--- config.mk ---
export PLATFORM = sky130hd
export DESIGN_NAME = coherence_bus_control
export DESIGN_NICKNAME = d
export VERILOG_FILES = /design/src/rtl/coherence_bus_control.sv
export SDC_FILE = /design/constraint.sdc
export NUM_CORES = 1
export LEC_CHECK = 0
export BUFFER_PORTS_ARGS = -buffer_cell sky130_fd_sc_hd__buf_2
export CAP_MARGIN = 20
export CORE_AREA = 2 2 197 199
export CTS_BUF_LIST = sky130_fd_sc_hd__clkbuf_4 sky130_fd_sc_hd__clkbuf_8 sky130_fd_sc_hd__clkbuf_16
export CTS_CLUSTER_SIZE = 10
export DETAILED_ROUTE_END_ITERATION = 12
export DIE_AREA = 0 0 199 201
export GPL_TIMING_DRIVEN = 1
export PLACE_DENSITY = 0.44
export SETUP_SLACK_MARGIN = 0.3
export SYNTH_ARGS = -nofsm -noshare
export SYNTH_HDL_FRONTEND = slang
export SYNTH_SLANG_ARGS = --single-unit
export TNS_END_PERCENT = 1
--- constraint.sdc ---
create_clock -name CLK -period 2.3 [get_ports CLK]
set_clock_uncertainty 0.2 [all_clocks]
set_input_delay 0.115 -clock CLK [delete_from_list [all_inputs] [get_ports CLK]]
set_output_delay 0.115 -clock CLK [all_outputs]
set_load 0.03 [all_outputs]
--- src/rtl/coherence_bus_control.sv ---
// coherence_bus_control
//   Memory-side responder for two dcache/icache pairs. Arbitrates instruction
//   and data requests onto one RAM port and runs MSI snooping (snoop
//   broadcast, invalidation, cache-to-cache transfer with RAM update).
//
// Ports
//   CLK, nRST                 clock, async active-low reset
//   iREN/iaddr -> iwait/iload icache read channel, one per cache
//   dREN/dWEN/daddr/dstore    dcache request channel
//     -> dwait/dload
//   cctrans/ccwrite           coherence request (requester) or ack (snooper)
//   ccwait/ccinv/ccsnoopaddr  snoop strobe, invalidate, address to the snooper
//   ramREN/ramWEN/ramaddr/    RAM port. A word completes only in a cycle where
//   ramstore/ramload/ramstate ramstate == ACCESS.
//
// Optional build macro
//   COHERENCE_STATS_EN adds snoop_count / c2c_count / inval_count outputs,
//   which count entries into SNOOP, C2C and INVAL.
//
// CPUS is fixed at 2: the owner / other-cache pair is a single bit.

module coherence_bus_control_lane (
  input  logic iren_i,
  input  logic dren_i,
  input  logic dwen_i,
  input  logic cctrans_i,
  input  logic ccwrite_i,
  output logic dreq_o,
  output logic ireq_o
);
  // An upgrade (cctrans + ccwrite with no data op) competes in the data class.
  assign dreq_o = dren_i | dwen_i | (cctrans_i & ccwrite_i);
  assign ireq_o = iren_i;
endmodule

module coherence_bus_control #(
  parameter int CPUS       = 2,
  parameter int RAM_ADDR_W = 32
) (
  input  logic                             CLK,
  input  logic                             nRST,
  input  logic [CPUS-1:0]                  iREN,
  input  logic [CPUS-1:0][RAM_ADDR_W-1:0]  iaddr,
  output logic [CPUS-1:0]                  iwait,
  output logic [CPUS-1:0][31:0]            iload,
  input  logic [CPUS-1:0]                  dREN,
  input  logic [CPUS-1:0]                  dWEN,
  input  logic [CPUS-1:0][RAM_ADDR_W-1:0]  daddr,
  input  logic [CPUS-1:0][31:0]            dstore,
  output logic [CPUS-1:0]                  dwait,
  output logic [CPUS-1:0][31:0]            dload,
  input  logic [CPUS-1:0]                  cctrans,
  input  logic [CPUS-1:0]                  ccwrite,
  output logic [CPUS-1:0]                  ccwait,
  output logic [CPUS-1:0]                  ccinv,
  output logic [CPUS-1:0][RAM_ADDR_W-1:0]  ccsnoopaddr,
  output logic                             ramREN,
  output logic                             ramWEN,
  output logic [RAM_ADDR_W-1:0]            ramaddr,
  output logic [31:0]                      ramstore,
  input  logic [31:0]                      ramload,
  input  logic [1:0]                       ramstate
`ifdef COHERENCE_STATS_EN
  ,
  output logic [31:0]                      snoop_count,
  output logic [31:0]                      c2c_count,
  output logic [31:0]                      inval_count
`endif
);

  localparam logic [1:0] RS_ACCESS = 2'd2;

  typedef enum logic [2:0] {
    IDLE, IFETCH, WRITE, LOAD, SNOOP, C2C, INVAL
  } state_e;

  state_e state_q, state_d;
  logic   owner_q, owner_d;
  logic   rr_ptr_q, rr_ptr_d;
  logic   pick;
  logic   r, o, acc;

  logic [CPUS-1:0] dreq, ireq;

  for (genvar g = 0; g < CPUS; g++) begin : g_lane
    coherence_bus_control_lane u_lane (
      .iren_i    (iREN[g]),
      .dren_i    (dREN[g]),
      .dwen_i    (dWEN[g]),
      .cctrans_i (cctrans[g]),
      .ccwrite_i (ccwrite[g]),
      .dreq_o    (dreq[g]),
      .ireq_o    (ireq[g])
    );
  end

  assign r   = owner_q;
  assign o   = ~owner_q;
  assign acc = (ramstate == RS_ACCESS);

  // Handshake outputs are decoded from the registered state so that the
  // served wait bit can fall in the very cycle the RAM reports ACCESS.
  always_comb begin
    state_d     = state_q;
    owner_d     = owner_q;
    rr_ptr_d    = rr_ptr_q;
    pick        = rr_ptr_q;
    iwait       = '1;
    dwait       = '1;
    iload       = '0;
    dload       = '0;
    ccwait      = '0;
    ccinv       = '0;
    ccsnoopaddr = '0;
    ramREN      = 1'b0;
    ramWEN      = 1'b0;
    ramaddr     = '0;
    ramstore    = '0;

    case (state_q)
      IDLE: begin
        // Data class beats instruction class; rr_ptr breaks ties within a class.
        if (|dreq) pick = dreq[rr_ptr_q] ? rr_ptr_q : ~rr_ptr_q;
        else       pick = ireq[rr_ptr_q] ? rr_ptr_q : ~rr_ptr_q;
        if (|dreq || |ireq) owner_d = pick;
        if      (dWEN[pick])                     state_d = WRITE;
        else if (dREN[pick] && cctrans[pick])    state_d = SNOOP;
        else if (dREN[pick])                     state_d = LOAD;
        else if (cctrans[pick] && ccwrite[pick]) state_d = INVAL;
        else if (iREN[pick])                     state_d = IFETCH;
      end
      IFETCH: begin
        ramREN   = 1'b1;
        ramaddr  = iaddr[r];
        iload[r] = ramload;
        iwait[r] = ~acc;
        if (acc) state_d = IDLE;
      end
      WRITE: begin
        // Strobe follows the request so a dropped request never hits RAM.
        ramWEN   = dWEN[r];
        ramaddr  = daddr[r];
        ramstore = dstore[r];
        dwait[r] = ~acc;
        if (!dWEN[r]) state_d = IDLE;
      end
      LOAD: begin
        ramREN   = dREN[r];
        ramaddr  = daddr[r];
        dload[r] = ramload;
        dwait[r] = ~acc;
        if (!dREN[r]) state_d = IDLE;
      end
      SNOOP: begin
        ccwait[o]      = 1'b1;
        ccsnoopaddr[o] = daddr[r];
        ccinv[o]       = ccwrite[r];
        if (!dREN[r])        state_d = IDLE;
        else if (cctrans[o]) state_d = ccwrite[o] ? C2C : LOAD;
      end
      C2C: begin
        // Snooper's dirty write goes to RAM and is forwarded to the requester.
        ccwait[o]      = 1'b1;
        ccsnoopaddr[o] = daddr[r];
        ramWEN         = dWEN[o];
        ramaddr        = daddr[o];
        ramstore       = dstore[o];
        dload[r]       = dstore[o];
        dwait[o]       = ~acc;
        dwait[r]       = ~acc;
        if (!dWEN[o]) state_d = IDLE;
      end
      INVAL: begin
        ccwait[o]      = 1'b1;
        ccinv[o]       = 1'b1;
        ccsnoopaddr[o] = daddr[r];
        dwait[r]       = ~cctrans[o];
        if (cctrans[o]) state_d = IDLE;
      end
      default: state_d = IDLE;
    endcase

    if (state_q != IDLE && state_d == IDLE) rr_ptr_d = ~rr_ptr_q;
  end

  always_ff @(posedge CLK or negedge nRST) begin
    if (!nRST) begin
      state_q  <= IDLE;
      owner_q  <= 1'b0;
      rr_ptr_q <= 1'b0;
    end else begin
      state_q  <= state_d;
      owner_q  <= owner_d;
      rr_ptr_q <= rr_ptr_d;
    end
  end

`ifdef COHERENCE_STATS_EN
  logic [31:0] snoop_cnt_q, c2c_cnt_q, inval_cnt_q;

  always_ff @(posedge CLK or negedge nRST) begin
    if (!nRST) begin
      snoop_cnt_q <= '0;
      c2c_cnt_q   <= '0;
      inval_cnt_q <= '0;
    end else begin
      if (state_q != SNOOP && state_d == SNOOP) snoop_cnt_q <= snoop_cnt_q + 32'd1;
      if (state_q != C2C   && state_d == C2C)   c2c_cnt_q   <= c2c_cnt_q + 32'd1;
      if (state_q != INVAL && state_d == INVAL) inval_cnt_q <= inval_cnt_q + 32'd1;
    end
  end

  assign snoop_count = snoop_cnt_q;
  assign c2c_count   = c2c_cnt_q;
  assign inval_count = inval_cnt_q;
`endif

endmodule

Word level (Yosys, flattened, before mapping):

Cells that the tools add are included.

* logic and storage cells: 123
* register bits after elaboration: 5

* eq/ne operators: 7
* reductions and logical operators: 14
* magnitude comparators: 6
* mux-type cells: 74
* bitwise logic cells: 19

Operators by type and width (count)
* two-way mux 32 bit: 12
* AND 64 bit: 3
* two-way mux 64 bit: 2
* one-hot mux 64 bit (2 select lines): 1
* one-hot mux 32 bit (3 select lines): 1
* demux 32 bit (select 1 bit): 2
* one-hot mux 32 bit (2 select lines): 1
* two-way mux 3 bit: 13
* two-way mux 1 bit: 32
* one-hot mux 3 bit (7 select lines): 1
* == test 3 bit (second input constant): 3
* < comparator 1 x 2 -> 1 bit (second input constant): 4
* == test 3 x 2 -> 1 bit (second input constant): 2
* zero test 3 bit: 2
* OR 2 bit: 3
* one-hot mux 2 bit (3 select lines): 1
* OR reduction 2 bit: 3
* logical AND 1 bit: 5
* two-way mux 2 bit: 2
* NOT 1 bit: 4
* NOT 2 bit: 2
* OR 1 bit: 4
* one-hot mux 1 bit (2 select lines): 2
* one-hot mux 2 bit (2 select lines): 1
* 11 further kinds: 14

Depth between registers and ports, before layout:

* depth in word-level cells: 17
* mapped depth: 7

Modules after synthesis:

A second synthesis with hierarchy kept.

* cell total of the unflattened synthesis: 623
* area total of the unflattened synthesis: 4185.3 µm²

Modules (own cells, without submodules)
* coherence_bus_control: instances 1, cells an instance 619, area each 4152.7 µm²
* coherence_bus_control_lane: instances 2, cells an instance 2, area each 16.3 µm²

Worst setup path before layout:

OpenSTA, ideal clock, no wires.

* kind: register -> output
* start point: register owner_q
* end point: output port ramaddr[10]
* path slack: 0.152 ns
* data arrival time: 1.833 ns
* stages on the path, launching flop included: 7
* cells stage by stage: dfrtp_1 > buf_4 > inv_1 > buf_2 > buf_2 > clkbuf_1 > mux2i_1

* longest elaborated chain between the ends: 3
* elaborated cells on any way between the ends: 7
* those cells by class: 7 x mux

RTL lines
* start: declaration: line 78 `logic owner_q, owner_d;`
* start signal: assignment: line 193 `owner_q <= owner_d;`
* two-way mux 32 bit (on tied branches) (2 in series)
* one-hot mux 32 bit (3 select lines) *: line 120 `case (state_q)`
* end: declaration: line 59 `output logic [RAM_ADDR_W-1:0] ramaddr,`

Every way passes the cells marked *; elsewhere a longest branch is shown, timed or not. The select of a mux whose other input is x is not followed.

Worst setup path after layout:

* start point: register state_q[2]
* end point: output port ramaddr[2]

* longest elaborated chain between the ends: 3
* elaborated cells on any way between the ends: 6
* those cells by class: 4 x eq/ne; 1 x mux; 1 x reduce/logical

RTL lines
* start: declaration: line 77 `state_e state_q, state_d;`
* start signal: assignment: line 192 `state_q <= state_d;`
* == test 3 x 2 -> 1 bit: line 120
* OR reduction 2 bit (no source line)
* one-hot mux 32 bit (3 select lines) *: line 120

Every way passes the cells marked *; elsewhere a longest branch is shown, timed or not.

==> qor.yml <==
p_sw_mw: 6.861
die_y_um: 201
place_congestion: 0.8794
cpPeakStageDelay_ns: 0.37
cap_violations: 0
p_int_mw: 4.318
antenna_found_initial: 8
syn-num-nets: 862
via_count: 7862
synthTopCellsByArea: "a221o_1 (15%), a221oi_1 (13%), a22o_1 (13%)"
finalMaxSlewViolations: 0
syn_area_um2: 4252
max-vdd-ir-drop_v: 0.0005083
synth_xor_area_share_pct: 0.2060
drt-pass1-iter-count: 5
cp.required_ns: 1.99
grt-ovfl-total: 0
wl_um: 32030
rows: 72
arrival_ns: 1.97
clock_power_share_pct: 2.7
power_frac_seq_pct: 2.0
synthAdderAreaFrac_pct: 0
hold_path.class: "in -> async"
drtIter0Drc: 564
yosys.area.top_type: "a221o_1"
cp-end-kind: "output port"
pwr_density_cell_nw_per_um2: 1331
stdcell_count: 1619
worstMarginPinSlew_ns: 0.5653
ys_types: 48
initial_utilization_pct: 11.16
clkSinkCount: 5
io_buffers: 503
setup_tns_ns: 0
synth_top_family_by_area: "compound AO/OA/AOI/OAI gates"
synth_ff_type: "dfrtp_1"
worstPathCellList: "nor3b_4 > buf_6 > buf_12 > buf_12 > a221o_1 > o22ai_2 > nor2_1 > buf_4"
finalCritPeriodShare_pct: 99.17
grt_setup_unrepaired: "yes"
power_leakage_nw: 4.405
grt_pass1_vias: 7311
crit_end: "ramaddr[2]"
coreArea_um2: 38110
yosysWarnings: 0
slew_headroom_pct: 62.02
combPwrFrac_pct: 95.3
grt.total_usage_pct: 14.19
grt_pass1_wl_um: 43970
synthMuxAreaShare_pct: 1.648
ios: 504
status: "finished, final reports clean"
finalSetupViolCount: 0
routedWlPerCell_um: 19.78
period_minus_slack_ns: 2.281
synth_enable_flop_cells: 0
clockBufferDepth: 2
critPathKind: "reg -> out"
cp-start-kind: "flop"
clkLatencyLatePin_ns: 0.23
synthArstFlopShare_pct: 100.0
cts_htree_levels: 1
cts_root_buffer: "clkbuf_16"
drive_above_1_share_pct: 56.06
crit_top_cell: "buf_12"
reg2reg_slack_ns: 0.15
synth_simple_gate_area_share_pct: 30.34
clk_pin_slew_ns: 0.03
numCtsBuffers: 3
synth_common_cells: "nor2_1 (73), and3_1 (65), a221oi_1 (64), a22o_1 (64), and2_1 (64)"
cts_tree: "yes"
via_per_inst: 4.856
r2r_cells: 6
dieWidth_um: 199
grt_max_degree: 65
worstPathMaxFanout: 16
swShare_pct: 61.37
placed_cells: 1595
route.detailed.drc: 0
hpwlAfterDp_um: 23890
finalHoldViolations: 0
area_growth_pct: 97.56
crit_path_start: "state_q[2]"
yosysMostFrequentCell: "nor2_1"
synth-seq-cells: 5
synth_compound_area_share_pct: 56.09
cp_slowest_cell: "dfrtp_1"
syn_inst: 624
synth-seq-area-share_pct: 2.943
reg2reg_from: "owner_q"
max_freq_mhz: 438.4
fin_nets: 1336
ant_nets: 0
dieArea_um2: 40000
timing.rr.end: "rr_ptr_q"
yosysTopAreaCellShare_pct: 14.60
syn_avg_cell_area_um2: 6.813
[cell usage in the layout (no fill, tap or decap), types with 2 or more instances in the layout]
master       n
o21ai_0      7
nand3_1      3
a22o_1      64
a2111oi_2    2
a221oi_2     6
a222oi_1     2
clkbuf_4    68
inv_1        2
nor3_4       2
mux2i_2      2
a21oi_1     31
buf_12      15
nand2_1      6
and2_4       7
nand2b_1     4
mux2i_1      5
a31oi_1      3
a221oi_1    58
o22ai_2     10
bufbuf_16    4
dfrtp_1      3
and3_1      65
nor3_1       3
nor2_1      65
a221o_1     62
a21oi_2      4
or2_2        2
o22ai_1     24
nor3b_4      2
nor3_2       2
nor2b_1      5
buf_2      413
nor2_2       7
buf_4       29
diode_2      4
buf_6       18
a211oi_2     2
and2_1      57
clkbuf_16    5
[worst min path at each step]
stage          startpoint          to  slack (ns)  depth (start not counted)
2_1_floorplan        nRST     owner_q       -0.38                          0
3_3_place_gp         nRST  state_q[0]       -0.27                          1
3_5_place_dp         nRST  state_q[0]       -0.27                          1
4_1_cts              nRST  state_q[0]        0.05                          2
5_1_grt              nRST  state_q[0]        0.07                          2
6_report             nRST  state_q[0]        0.04                          2
[kinds of logic after synthesis]
kind of cell / after synthesis
AOI/OAI and AO/OA: 288
xor gates and xnor gates: 1
buffers and inverters: 86
DFF: 5
muxes: 7
and+or+nand+nor: 237
[registers in the layout, summed over array words and instances, names as in the netlist]
name	count
state_q	3
owner_q	1
rr_ptr_q	1
[routing by layer]
metal  GRT usage (%)  vias to the layer above  part of all wire [%]
li1                -                     3520                     -
met1           16.95                     3788                    40
met2           25.75                      484                    49
met3           2.100                       64                   7.7
met4           4.584                        6                   3.2
met5               0                        -                  0.12
[through the flow]
| step | utilization, % | power [mW] | instance area [um^2] | setup slack (ns) | hold slack, ns |
|---|---|---|---|---|---|
| 2_1_floorplan | - | 6.679 | 4260 | 0.2183 | -0.3806 |
| 3_5_place_dp | 19.88 | 9.772 | 7575 | 0.1488 | -0.2663 |
| 6_report | 22.04 | 11.18 | 8399 | 0.01912 | 0.04085 |
| 4_1_cts | 20.80 | 10.48 | 7926 | 0.01470 | 0.04809 |
| 3_3_place_gp | 19.88 | 9.747 | 7575 | 0.1402 | -0.2683 |
| 5_1_grt | 22.04 | 11.92 | 8397 | -0.06782 | 0.07089 |
[power by group through the flow]
stage	logic, mW	clock network, mW	registers, mW
after floorplan	6.50	0	0.181
after global placement	9.51	0	0.239
after detailed placement	9.53	0	0.242
after CTS	9.95	0.306	0.219
after global routing	11.4	0.315	0.231
final	10.7	0.303	0.222
[repair_timing]
action                                  in CTS  in global routing
resized for setup                           19                153
setup buffers                                8                  2
hold endpoints to repair                     5                  0
cloned                                       4                  1
hold buffers                                 1                  0
endpoints found under the setup margin     265                268
pin swaps                                   10                 25
[layout make-up]
cell class | instances | area, um^2
diodes | 4 | 10.01
clock buffers | 4 | 82.58
fillers | 4346 | 29710
inverters | 4 | 20.02
multi-input cells | 533 | 3985
flip-flops and latches | 5 | 130.1
well taps | 518 | 648.1
repair buffers | 551 | 3523
[worst max-delay path, delay by kind of cell (launching register included)]
family                 cells  cell delay [ns]
AOI/OAI and AO/OA          2             0.52
buffers and inverters      4             0.59
DFF                        1             0.37
and+or+nand+nor            2             0.23
Power figures use the tool's default switching activity.
